## src/rtl/div_unit.sv

```systemverilog
// Sequential signed restoring divider for the DIV instruction: one quotient bit per
// clock, quotient to LO, remainder to HI, with a one-cycle done / divide-by-zero pulse.
module div_unit #(
    parameter int WIDTH = 32,
    parameter int CNT_W = 6
) (
    input  logic             clock,
    input  logic             reset,
    input  logic [WIDTH-1:0] A,
    input  logic [WIDTH-1:0] B,
    input  logic             DivCtrl,
    output logic             DivDone,
    output logic             DivZero,
    output logic [WIDTH-1:0] DivCtrlHIOut,
    output logic [WIDTH-1:0] DivCtrlLOOut,
    output logic [CNT_W-1:0] counter
);

    typedef enum logic [1:0] {
        IDLE = 2'd0,
        RUN  = 2'd1,
        FIX  = 2'd2,
        DONE = 2'd3
    } state_t;

    state_t             state;
    logic [WIDTH-1:0]   dvd;        // dividend magnitude, refilled with quotient bits from the right
    logic [WIDTH-1:0]   dsr;        // divisor magnitude
    logic [WIDTH-1:0]   rem;
    logic               sign_q;
    logic               sign_r;
    logic               zero_flag;

    logic [WIDTH:0]     rem_shift;
    logic [WIDTH:0]     rem_diff;
    logic               q_bit;
    logic [WIDTH-1:0]   rem_next;
    logic [CNT_W-1:0]   cnt_inc;

    // Magnitude of a two's complement value; the most negative value maps to 2^(WIDTH-1).
    function automatic logic [WIDTH-1:0] abs_val(input logic signed [WIDTH-1:0] v);
        abs_val = v[WIDTH-1] ? WIDTH'(-v) : WIDTH'(v);
    endfunction

    function automatic logic [WIDTH-1:0] apply_sign(input logic [WIDTH-1:0] mag, input logic neg);
        apply_sign = neg ? WIDTH'(-mag) : mag;
    endfunction

    always_comb begin
        rem_shift = {rem, dvd[WIDTH-1]};
        rem_diff  = rem_shift - {1'b0, dsr};
        q_bit     = ~rem_diff[WIDTH];
        rem_next  = q_bit ? rem_diff[WIDTH-1:0] : rem_shift[WIDTH-1:0];
        cnt_inc   = counter + CNT_W'(1);
    end

    always_ff @(posedge clock or posedge reset) begin
        if (reset) begin
            state        <= IDLE;
            dvd          <= '0;
            dsr          <= '0;
            rem          <= '0;
            sign_q       <= 1'b0;
            sign_r       <= 1'b0;
            zero_flag    <= 1'b0;
            counter      <= '0;
            DivDone      <= 1'b0;
            DivZero      <= 1'b0;
            DivCtrlHIOut <= '0;
            DivCtrlLOOut <= '0;
        end else begin
            DivDone <= 1'b0;
            DivZero <= 1'b0;
            case (state)
                IDLE: begin
                    if (DivCtrl) begin
                        if (B == '0) begin
                            zero_flag <= 1'b1;
                            state     <= DONE;
                        end else begin
                            dvd       <= abs_val(A);
                            dsr       <= abs_val(B);
                            sign_q    <= A[WIDTH-1] ^ B[WIDTH-1];
                            sign_r    <= A[WIDTH-1];
                            rem       <= '0;
                            counter   <= '0;
                            zero_flag <= 1'b0;
                            state     <= RUN;
                        end
                    end
                end
                RUN: begin
                    rem     <= rem_next;
                    dvd     <= {dvd[WIDTH-2:0], q_bit};
                    counter <= cnt_inc;
                    if (cnt_inc == CNT_W'(WIDTH)) begin
                        state <= FIX;
                    end
                end
                FIX: begin
                    DivCtrlLOOut <= apply_sign(dvd, sign_q);
                    DivCtrlHIOut <= apply_sign(rem, sign_r);
                    state        <= DONE;
                end
                DONE: begin
                    DivDone   <= 1'b1;
                    DivZero   <= zero_flag;
                    zero_flag <= 1'b0;
                    counter   <= '0;
                    state     <= IDLE;
                end
                default: state <= IDLE;
            endcase
        end
    end

endmodule

```

## config.mk

```make
export PLATFORM = sky130hd
export DESIGN_NAME = div_unit
export DESIGN_NICKNAME = d
export VERILOG_FILES = /design/src/rtl/div_unit.sv
export SDC_FILE = /design/constraint.sdc
export NUM_CORES = 1
export LEC_CHECK = 0
export BUFFER_PORTS_ARGS = -buffer_cell sky130_fd_sc_hd__buf_2
export CAP_MARGIN = 15
export CORE_MARGIN = 8
export CORE_UTILIZATION = 55
export DETAILED_ROUTE_END_ITERATION = 10
export HOLD_SLACK_MARGIN = 0.02
export PLACE_DENSITY = 0.76
export SYNTH_ARGS = -nofsm -noshare
export SYNTH_HDL_FRONTEND = slang
export SYNTH_SLANG_ARGS = --single-unit
```

## constraint.sdc

```tcl
create_clock -name clock -period 10.4 [get_ports clock]
set_input_delay 1.56 -clock clock [delete_from_list [all_inputs] [get_ports clock]]
set_output_delay 1.56 -clock clock [all_outputs]
set_load 0.05 [all_outputs]
```

==> summary.txt <==
Run status
  – Status: completed

Floorplan
  – CORE AREA: 21000 um^2
  – IO Count: 139
  – Die H: 162 um
  – Die Width: between 150 and 200 um
  – Initial Utilization: a little under three fifths
  – DIE AREA: roughly 26000 um^2
  – # rows: 53

Finish
  – End-of-flow core utilization: a little over three fifths
  – Share of cells above drive strength 1: 14.8%
  – Fin nets: 1601
  – Ant diodes: 0
  – P&R area growth vs syn: 11.6%

Placement
  – Dpl ws: between 5 and 6 ns
  – RePlAce Congestion: 0.929
  – Final HPWL DP: 22300 um
  – Port bufs: 138

Detailed routing
  – Pre-antenna DRT Iters: 5
  – Number of remaining DRC errors: 0
  – Vias/cell: approximately 5.9
  – Drt initial violations: between 800 and 900
  – ANT nets after route: 0
  – Routed WL: 31000 um
  – DR WL/cell: roughly 17 um
  – Via Count: 10469

Logic synthesis
  – Ys Warns: 0
  – Ys async rst share: 100%
  – Post-synth top area cell: dfrtp_1
  – Post-synth EDFFs: 0
  – Syn_area_per_cell: 8.35 um^2
  – Yosys cell types: 62
  – Most used DFF post-synth: dfrtp_1
  – Top cells by area, synth: dfrtp_1 37%, xor2_1 7.4%, a21oi_1 6.0%
  – Syn nets: 1514
  – Post-Syn Area: 11700 um^2
  – Most common library cells after synthesis: 179 x nand2_1, 173 x dfrtp_1, 140 x a21oi_1
  – Post-Syn Instances: 1405
  – Most common cell in the synthesized netlist: nand2_1
  – Flop and latch count out of synthesis: between 150 and 200
  – Top cell type's share of synthesized area: 36.9%
  – Sequential area share after synthesis: 36.9%

GRT
  – Vias in the first global route: a little over 10000
  – Pin count of the biggest net entering global routing: 98
  – Global-route wire length before repair: 51500 um
  – Total grt overflow: 0
  – Initial antenna violation count: 0
  – GR Util All Layers: 23.8%

Worst hold path
  – Hold path depth: 2
  – Hold path endpoint: dsr[6]
  – Min-Delay Startpoint: dsr[6]
  – Hold Crit Class: flip-flop to flip-flop

Critical path
  – WP buf/inv: 2
  – Crit-path cells: buf_2, nor4_1, nand4_1, or4b_4, a22oi_2, buf_4, nor3b_1, nand3_1, o221ai_1
  – Delay-heaviest family, CP: simple AND/OR/NAND/NOR gates
  – Worst path max stage delay: 0.78 ns
  – CP Launch Type: primary input
  – Worst R2R Start: dvd[31]
  – Crit Path Class: primary input to flip-flop
  – CP max stage cell: nor4_1
  – Flop2flop setup slack: 6.80 ns
  – Max FO, Critical Path: 92
  – Worst EP arrival: around 4.7 ns
  – Crit. End Element: flip-flop
  – Critical R2R Capture: rem[30]
  – Reg2reg path depth: 11
  – Worst path required time: 10.66 ns

Timing
  – Worst Setup Slack, final: 5.99 ns
  – Unrepaired setup endpoints after global routing: no
  – Hold WS: 0.476 ns
  – Final hold violations: 0
  – Slew Viols, Final: 0
  – Worst clock skew: 0.0176 ns
  – Worst-margin pin slew: 1.02 ns
  – Slew margin rel.: 30.1%
  – Final min period: 4.41 ns
  – TNS Setup: 0 ns
  – Final setup viols: 0
  – Final cycle utilization of the critical path: a little over two fifths
  – F_max: approximately 0.23 GHz

Power
  – Leakage Power: 6.02 nW
  – Max VDD drop: around 200 uV
  – Power Density: 295 nW/um^2

Clocking
  – Clock-pin slew on the worst setup and hold paths: 0.07 ns
  – CTS resizes: 0
  – Max clock buf depth: 2
  – CTS tree: yes
  – Clock Tree Root: clkbuf_16
  – Total CTS buffers: 17
  – # hold bufs at CTS: 0
  – CTS H-tree lvls: 4
  – Skew-Pair Late Insertion Delay: 0.44 ns
  – Post-CTS Setup Inserts: 0
  – Num Clock Sinks: 173

Job
  – Max-cap violations: 0
-- flip-flops by register name (all words and copies together), names as in the netlist, 2 cells and up --
signal	count
counter	6
DivCtrlHIOut	32
dsr	32
state	2
rem	32
dvd	32
DivCtrlLOOut	32
-- metal layers --
layer | vias to the layer above | GRT usage (%) | part of all wire [%]
li1 | 5167 | - | -
met2 | 270 | 40.4 | 49
met5 | - | 0 | 0
met1 | 4987 | 30.6 | 44
met3 | 45 | 4.28 | 4.9
met4 | 0 | 6.48 | 2.0
-- cells in the final DEF (no fill, tap or decap), types with 11 or more instances in the layout --
| cell | n |
|---|---|
| nand2_1 | 178 |
| dfrtp_1 | 173 |
| a21oi_1 | 140 |
| buf_2 | 138 |
| nor2_1 | 124 |
| o21ai_0 | 109 |
| xor2_1 | 99 |
| inv_1 | 54 |
| xnor2_1 | 42 |
| ha_1 | 39 |
| nand3_1 | 35 |
| o31ai_1 | 34 |
| o211ai_1 | 31 |
| nand4_1 | 27 |
| mux2_2 | 21 |
| a21o_1 | 19 |
| o41ai_1 | 19 |
| clkbuf_16 | 17 |
| nor3_1 | 14 |
| nand2b_1 | 14 |
| or4_1 | 13 |
| or3_1 | 13 |
| nor4_1 | 11 |
-- tightest hold or removal path, cell delays in order, from the launching register on --
cell and delay (ns):
dfrtp_1 0.34, nand2_1 0.04, o21ai_0 0.06
-- kinds of logic (layout without fill, tap and decap cells) --
group	after synthesis	in the layout	share of synthesized area [%]
AND/OR/NAND/NOR	478	478	19.1
flip-flops	173	173	36.9
buffers and inverters	135	234	4.83
AO/OA/AOI/OAI	410	410	21.6
adder cells (fa/ha/maj)	42	42	4.55
multiplexers	26	26	2.44
XOR/XNOR	141	141	10.5
-- power by group --
part / total (mW) / leakage (nW) / internal, mW / switching [mW]
clock: 0.629 / 0.276 / 0.340 / 0.289
sequential: 1.14 / 2.15 / 0.940 / 0.204
combinational: 2.08 / 3.59 / 0.628 / 1.46
-- per-stage QoR --
step,instances,cell area [um^2],total power [mW]
after floorplan,1405,11700,2.75
after global routing,1779,13100,4.15
after CTS,1778,13100,3.86
final,1779,13100,3.86
after detailed placement,1747,12500,3.23
after global placement,1747,12500,3.17
-- final cells by class --
cell class | instances | area [um^2]
clock inverters | 13 | 131
clock buffers | 18 | 439
multi-input cells | 1097 | 6850
repair buffers | 148 | 773
flip-flops and latches | 173 | 4330
fillers | 1828 | 7880
inverters | 55 | 211
well taps | 275 | 344
-- worst max path at each step --
stage | start | to | slack, ns | depth (start not counted)
floorplan | reset | DivCtrlHIOut[0] | 4.15 | 1
global placement | B[25] | rem[3] | 5.40 | 9
detailed placement | B[25] | rem[9] | 5.37 | 9
CTS | B[25] | rem[9] | 5.81 | 9
global route | B[3] | rem[1] | 5.84 | 9
finish | B[3] | rem[1] | 5.99 | 9
No activity file was read; power rests on OpenSTA's default activity.
